<file path="config.mk">
export PLATFORM = sky130hd
export DESIGN_NAME = video_timing_gen
export DESIGN_NICKNAME = d
export VERILOG_FILES = /design/src/rtl/video_timing_pkg.sv /design/src/rtl/video_raster_counter.sv /design/src/rtl/video_timing_gen.sv
export SDC_FILE = /design/constraint.sdc
export NUM_CORES = 1
export LEC_CHECK = 0
export ABC_CLOCK_PERIOD_IN_PS = 2750
export BUFFER_PORTS_ARGS = -buffer_cell sky130_fd_sc_hd__buf_2
export CORE_MARGIN = 5
export CORE_UTILIZATION = 54
export CTS_CLUSTER_DIAMETER = 200
export DETAILED_ROUTE_END_ITERATION = 7
export HOLD_SLACK_MARGIN = 0.03
export PLACE_DENSITY = 0.83
export REMOVE_ABC_BUFFERS = 1
export SYNTH_ARGS = -nofsm -noshare
export SYNTH_HDL_FRONTEND = slang
export SYNTH_SLANG_ARGS = --single-unit
</file>
<file path="constraint.sdc">
create_clock -name clk_pixel -period 2.75 [get_ports clk_pixel]
set_input_delay 0.1375 -clock clk_pixel [delete_from_list [all_inputs] [get_ports clk_pixel]]
set_output_delay 0.1375 -clock clk_pixel [all_outputs]
set_load 0.05 [all_outputs]
</file>
<file path="src/rtl/video_timing_pkg.sv">
// Shared 640x480@60 timing defaults, RGB444 pixel layout and sync polarity constants
// for the pixel-domain raster generator.
package video_timing_pkg;

   localparam int H_ACTIVE_640 = 640;
   localparam int H_FP_640     = 16;
   localparam int H_SYNC_640   = 96;
   localparam int H_BP_640     = 48;
   localparam int V_ACTIVE_480 = 480;
   localparam int V_FP_480     = 10;
   localparam int V_SYNC_480   = 2;
   localparam int V_BP_480     = 33;

   localparam logic POL_LOW  = 1'b0;
   localparam logic POL_HIGH = 1'b1;

   typedef struct packed {
      logic [3:0] r;
      logic [3:0] g;
      logic [3:0] b;
   } rgb444_t;

   localparam int R_MSB = 11;
   localparam int R_LSB = 8;
   localparam int G_MSB = 7;
   localparam int G_LSB = 4;
   localparam int B_MSB = 3;
   localparam int B_LSB = 0;

   localparam rgb444_t RGB_BLACK = 12'h000;

endpackage

</file>
<file path="src/rtl/video_raster_counter.sv">
// Horizontal/vertical raster counters with active, sync-window and vblank decodes;
// resolution is set purely by parameters so other modes can reuse it.
module video_raster_counter
   import video_timing_pkg::*;
#(
   parameter int H_ACTIVE = H_ACTIVE_640,
   parameter int H_FP     = H_FP_640,
   parameter int H_SYNC   = H_SYNC_640,
   parameter int H_BP     = H_BP_640,
   parameter int V_ACTIVE = V_ACTIVE_480,
   parameter int V_FP     = V_FP_480,
   parameter int V_SYNC   = V_SYNC_480,
   parameter int V_BP     = V_BP_480
) (
   input  logic clk,
   input  logic rst_n,
   input  logic run,
   output logic active,
   output logic hsync_win,
   output logic vsync_win,
   output logic vblank_hit
);

   localparam int H_TOTAL = H_ACTIVE + H_FP + H_SYNC + H_BP;
   localparam int V_TOTAL = V_ACTIVE + V_FP + V_SYNC + V_BP;
   localparam int HW = $clog2(H_TOTAL);
   localparam int VW = $clog2(V_TOTAL);

   localparam logic [HW-1:0] H_ZERO    = {HW{1'b0}};
   localparam logic [HW-1:0] H_ONE     = HW'(1'b1);
   localparam logic [HW-1:0] H_LAST    = HW'(H_TOTAL - 1);
   localparam logic [HW-1:0] H_ACT_END = HW'(H_ACTIVE);
   localparam logic [HW-1:0] HS_BEGIN  = HW'(H_ACTIVE + H_FP);
   localparam logic [HW-1:0] HS_END    = HW'(H_ACTIVE + H_FP + H_SYNC);

   localparam logic [VW-1:0] V_ZERO    = {VW{1'b0}};
   localparam logic [VW-1:0] V_ONE     = VW'(1'b1);
   localparam logic [VW-1:0] V_LAST    = VW'(V_TOTAL - 1);
   localparam logic [VW-1:0] V_ACT_END = VW'(V_ACTIVE);
   localparam logic [VW-1:0] VS_BEGIN  = VW'(V_ACTIVE + V_FP);
   localparam logic [VW-1:0] VS_END    = VW'(V_ACTIVE + V_FP + V_SYNC);

   logic [HW-1:0] h_cnt_r;
   logic [VW-1:0] v_cnt_r;

   // Raster position; held at the frame origin while not running.
   always_ff @(posedge clk or negedge rst_n) begin
      if (!rst_n) begin
         h_cnt_r <= H_ZERO;
         v_cnt_r <= V_ZERO;
      end else if (!run) begin
         h_cnt_r <= H_ZERO;
         v_cnt_r <= V_ZERO;
      end else if (h_cnt_r == H_LAST) begin
         h_cnt_r <= H_ZERO;
         v_cnt_r <= (v_cnt_r == V_LAST) ? V_ZERO : v_cnt_r + V_ONE;
      end else begin
         h_cnt_r <= h_cnt_r + H_ONE;
      end
   end

   assign active     = (h_cnt_r < H_ACT_END) && (v_cnt_r < V_ACT_END);
   assign hsync_win  = (h_cnt_r >= HS_BEGIN) && (h_cnt_r < HS_END);
   assign vsync_win  = (v_cnt_r >= VS_BEGIN) && (v_cnt_r < VS_END);
   assign vblank_hit = (h_cnt_r == H_ZERO) && (v_cnt_r == V_ACT_END);

endmodule

</file>
<file path="src/rtl/video_timing_gen.sv">
// Raster generator and pixel sequencer: pulls RGB444 pixels over valid/ready during
// the active area and drives registered sync/blank/colour outputs one cycle later.
module video_timing_gen
   import video_timing_pkg::*;
#(
   parameter int   H_ACTIVE  = H_ACTIVE_640,
   parameter int   H_FP      = H_FP_640,
   parameter int   H_SYNC    = H_SYNC_640,
   parameter int   H_BP      = H_BP_640,
   parameter int   V_ACTIVE  = V_ACTIVE_480,
   parameter int   V_FP      = V_FP_480,
   parameter int   V_SYNC    = V_SYNC_480,
   parameter int   V_BP      = V_BP_480,
   parameter logic HSYNC_POL = POL_LOW,
   parameter logic VSYNC_POL = POL_LOW
) (
   input  logic        clk_pixel,
   input  logic        reset_n,
   input  logic        enable,
   input  logic [11:0] pix_data,
   input  logic        pix_valid,
   output logic        pix_ready,
   output logic        vblank_start,
   output logic        underflow,
   input  logic        underflow_clr,
   output logic        vga_hsync,
   output logic        vga_vsync,
   output logic        vga_blank,
   output logic [3:0]  vga_r,
   output logic [3:0]  vga_g,
   output logic [3:0]  vga_b
);

   logic    active;
   logic    hsync_win;
   logic    vsync_win;
   logic    vblank_hit;
   logic    xfer;
   logic    starve;
   rgb444_t pix_in;

   video_raster_counter #(
      .H_ACTIVE (H_ACTIVE),
      .H_FP     (H_FP),
      .H_SYNC   (H_SYNC),
      .H_BP     (H_BP),
      .V_ACTIVE (V_ACTIVE),
      .V_FP     (V_FP),
      .V_SYNC   (V_SYNC),
      .V_BP     (V_BP)
   ) u_raster (
      .clk        (clk_pixel),
      .rst_n      (reset_n),
      .run        (enable),
      .active     (active),
      .hsync_win  (hsync_win),
      .vsync_win  (vsync_win),
      .vblank_hit (vblank_hit)
   );

   // Ready is gated by reset_n so nothing is consumed while the counters are forced.
   assign pix_in    = rgb444_t'(pix_data);
   assign pix_ready = reset_n & enable & active;
   assign xfer      = pix_ready & pix_valid;
   assign starve    = pix_ready & ~pix_valid;

   // Registered video bundle, one cycle behind the raster position.
   always_ff @(posedge clk_pixel or negedge reset_n) begin
      if (!reset_n) begin
         vga_blank    <= 1'b1;
         vga_hsync    <= ~HSYNC_POL;
         vga_vsync    <= ~VSYNC_POL;
         vblank_start <= 1'b0;
         vga_r        <= RGB_BLACK.r;
         vga_g        <= RGB_BLACK.g;
         vga_b        <= RGB_BLACK.b;
      end else if (!enable) begin
         vga_blank    <= 1'b1;
         vga_hsync    <= ~HSYNC_POL;
         vga_vsync    <= ~VSYNC_POL;
         vblank_start <= 1'b0;
         vga_r        <= RGB_BLACK.r;
         vga_g        <= RGB_BLACK.g;
         vga_b        <= RGB_BLACK.b;
      end else begin
         vga_blank    <= ~active;
         vga_hsync    <= hsync_win ? HSYNC_POL : ~HSYNC_POL;
         vga_vsync    <= vsync_win ? VSYNC_POL : ~VSYNC_POL;
         vblank_start <= vblank_hit;
         vga_r        <= xfer ? pix_in.r : RGB_BLACK.r;
         vga_g        <= xfer ? pix_in.g : RGB_BLACK.g;
         vga_b        <= xfer ? pix_in.b : RGB_BLACK.b;
      end
   end

   // Sticky underflow; a new starve event outranks a simultaneous clear.
   always_ff @(posedge clk_pixel or negedge reset_n) begin
      if (!reset_n) begin
         underflow <= 1'b0;
      end else if (starve) begin
         underflow <= 1'b1;
      end else if (underflow_clr) begin
         underflow <= 1'b0;
      end else begin
         underflow <= underflow;
      end
   end

endmodule
</file>
==> impl_metrics.csv <==
group,metric,value,unit
timing,tightest_slew,0.575,ns
timing,timing.slew.headroom,0.615,
global_routing,grt_pass1_wl,7.05,mm
layout,layout.nets,238,
yosys,synth.area.top_cells,"dfrtp_1 (48%), and2_1 (5.0%), dfstp_2 (4.5%), nand3_1 (3.1%), ha_1 (2.8%)",
min_path,whs_endpoint,"u_raster.h_cnt_r[4]$_DFF_PN0_",
clock_tree,cts_sinks,37,
yosys,synth_edf_count,0,
floorplanning,rows,20,
yosys,synth_seq_area_share,0.528,
route,maxUsedRoutingLayer,"met4",
route,routed-via-count,1478,
route,first_iter_violations,133,
clock_tree,cts_root_buf,"clkbuf_4",
worst_setup_path,r2r-end,"u_raster.v_cnt_r[3]$_DFFE_PN0P_",
route,detail_route.wl_per_cell,15.6,um
layout,num_antenna_cells,0,
timing,period_share,0.776,
global_routing,grt_pass1_vias,1595,
timing,fin_ws,0.617,ns
power,finalPower,1.04,mW
min_path,hold_path_depth,2,
clock_tree,cts_setup_buffers,0,
outcome,status,"finished, final reports clean",
min_path,min_from,"enable",
min_path,hold_class,"in -> reg",
worst_setup_path,crit_fanout,5,
worst_setup_path,cp-start-kind,"flop",
route,dr_wl_met3,390,um
power,p_leak,1.00,nW
worst_setup_path,r2r_start,"u_raster.v_cnt_r[0]$_DFFE_PN0P_",
timing,layout_min_cycle_time,2.13,ns
yosys,synth.most_common_cell,"dfrtp_1",
timing,fin_worst_skew,0.00403,ns
power,power_density,476,nW/um^2
layout,num-fill-cells,211,
route,routed_via_density,5.64,
global_routing,grt_overflow,0,
yosys,yosys_warnings,0,
floorplanning,die_area,4500,um^2
yosys,synth-seq-cells,37,
layout,syn_to_final_growth,24.4,%
yosys,netlist_area,1760,um^2
timing,setup_tns,0,ns
place,pre_cts_ws,0.628,ns
yosys,synthCells,166,
timing,setup_viol,0,
yosys,ys.flop_type,"dfrtp_1",
power,peakVddDrop,0.509,mV
worst_setup_path,cp-end-kind,"flop",
floorplanning,core,3080,um^2
route,routed_wirelength,4.10,mm
yosys,yosys.area.top_type_share,0.483,
timing,rsz0062_at_grt,"false",
clock_tree,h-tree-depth,2,
timing,timing.fmax,469,MHz
yosys,syn_area_per_cell,10.6,um^2
route,drc_errors,0,
yosys,ys_types,44,
worst_setup_path,ff2ff_path_depth,6,
global_routing,grt_max_degree,38,
layout,multi_input_area,761,um^2
global_routing,grt_usage,0.214,
place,gp_congestion,0.939,
route,first_pass_iters,4,
route,wl_met2,1.92,mm
layout,layout-drive-gt1-share,0.248,
worst_setup_path,required,2.98,ns
global_routing,antenna_found_initial,0,
place,hpwlAfterDp,2.68,mm
floorplanning,io_pins,35,
clock_tree,cts_buffer_depth,2,
worst_setup_path,cp.arrival,2.36,ns
yosys,yosys-top-cells-count,"dfrtp_1 (34), and2_1 (14), nand3_1 (11)",
timing,slew_viol_final,0,
timing,fin_hold_ws,0.157,ns
floorplanning,start_util,0.572,
job,drv_cap,0,
floorplanning,die_w,67.1,um
layout,seq_area,930,um^2
timing,hold_violations,0,
floorplanning,fp.dieH,67.1,um
worst_setup_path,critical_path_class,"reg -> reg",
clock_tree,cts_buffers,5,
clock_tree,cts_tree,"yes",
clock_tree,clock_latency,0.35,ns
route,ant_nets,0,
place,io_buffers,34,
route,met1_length,1.69,mm
yosys,synthArstFlopShare,1.00,
worst_setup_path,r2r_slack,0.62,ns
yosys,yosys.area.top_type,"dfrtp_1",
clock_tree,path_clk_slew,0.12,ns
cells by family (layout without fill, tap and decap cells):
| logic type | Yosys count | in the layout | share of synthesized area |
|---|---|---|---|
| xor+xnor | 7 | 7 | 0.0348 |
| simple gates | 77 | 77 | 0.252 |
| buf+inv | 14 | 66 | 0.0398 |
| mux | 1 | 1 | 0.00640 |
| fa+ha+maj | 4 | 4 | 0.0284 |
| compound gates | 26 | 26 | 0.110 |
| flops | 37 | 37 | 0.528 |
worst max path at each step:
| stage | from | to | slack (ns) | cells after the start |
|---|---|---|---|---|
| after global placement | u_raster.v_cnt_r[0]$_DFFE_PN0P_ | u_raster.v_cnt_r[6]$_DFFE_PN0P_ | 0.72 | 6 |
| final | u_raster.v_cnt_r[0]$_DFFE_PN0P_ | u_raster.v_cnt_r[3]$_DFFE_PN0P_ | 0.62 | 6 |
| after detailed placement | u_raster.v_cnt_r[1]$_DFFE_PN0P_ | u_raster.v_cnt_r[3]$_DFFE_PN0P_ | 0.63 | 6 |
| after global routing | u_raster.v_cnt_r[0]$_DFFE_PN0P_ | u_raster.v_cnt_r[3]$_DFFE_PN0P_ | 0.50 | 6 |
| after CTS | u_raster.v_cnt_r[0]$_DFFE_PN0P_ | u_raster.v_cnt_r[3]$_DFFE_PN0P_ | 0.61 | 6 |
| after floorplan | u_raster.v_cnt_r[0]$_DFFE_PN0P_ | u_raster.v_cnt_r[3]$_DFFE_PN0P_ | 0.79 | 6 |
where the power goes:
| part | switching [mW] | total (mW) | internal, mW |
|---|---|---|---|
| sequential | 0.00659 | 0.559 | 0.553 |
| clock | 0.191 | 0.384 | 0.192 |
| combinational | 0.0592 | 0.0995 | 0.0404 |
| total | 0.257 | 1.04 | 0.786 |
sequential cells by signal, indices dropped and copies added, names as in the netlist, 4 cells and up:
name / cells
u_raster.v_cnt_r: 10
vga_g: 4
vga_b: 4
vga_r: 4
u_raster.h_cnt_r: 10
area by class of cell:
class | instances | share of cell area
Clock buffer | 5 | 0.0171
Timing Repair Buffer | 51 | 0.153
Multi-Input combinational cell | 115 | 0.347
Clock inverter | 3 | 0.0211
Inverter | 7 | 0.0120
Sequential cell | 37 | 0.424
Tap cell | 44 | 0.0251
per-layer routing:
layer | GRT usage | vias up
met4 | 0.116 | 0
met5 | 0 | -
met2 | 0.325 | 67
met1 | 0.255 | 714
met3 | 0.0877 | 10
li1 | - | 687
cells in the final DEF, fill, tap and decap left out, types with 2 or more instances in the layout:
cell | Yosys | routed
and2_1 | 14 | 14
ha_1 | 4 | 4
nand4_1 | 6 | 6
clkbuf_4 | 0 | 5
a22o_1 | 2 | 2
xnor2_1 | 4 | 4
or3_1 | 8 | 8
dfrtp_1 | 34 | 34
dlygate4sd3_1 | 0 | 15
dfstp_2 | 3 | 3
nor2b_1 | 2 | 2
nand3_1 | 11 | 11
a21oi_1 | 5 | 5
xor2_1 | 3 | 3
nand2_1 | 9 | 9
nor3_1 | 6 | 6
o21ai_0 | 7 | 7
nor2_1 | 9 | 9
nor4_1 | 2 | 2
buf_2 | 2 | 34
buf_4 | 0 | 2
inv_1 | 7 | 7
worst max-delay path, stage by stage (launching register included):
cell and delay [ns]:
dfrtp_1 0.44, inv_1 0.10, ha_1 0.16, or4b_4 0.48
or4_1 0.49, o21ai_2 0.26, a21oi_1 0.09
per-stage QoR:
step           cell area [um^2]  std cells   util
6_report                   2190        262  0.712
5_1_grt                    2190        262  0.712
4_1_cts                    2190        262  0.712
3_5_place_dp               1960        239  0.636
3_3_place_gp               1960        239  0.636
2_1_floorplan              1720        159      -
what timing repair did:
| item | in CTS | in global routing |
|---|---|---|
| hold buffers | 15 | 0 |
| hold endpoints to repair | 47 | 0 |
| gates resized for setup | 0 | 0 |
(Power assumes the default switching activity.)
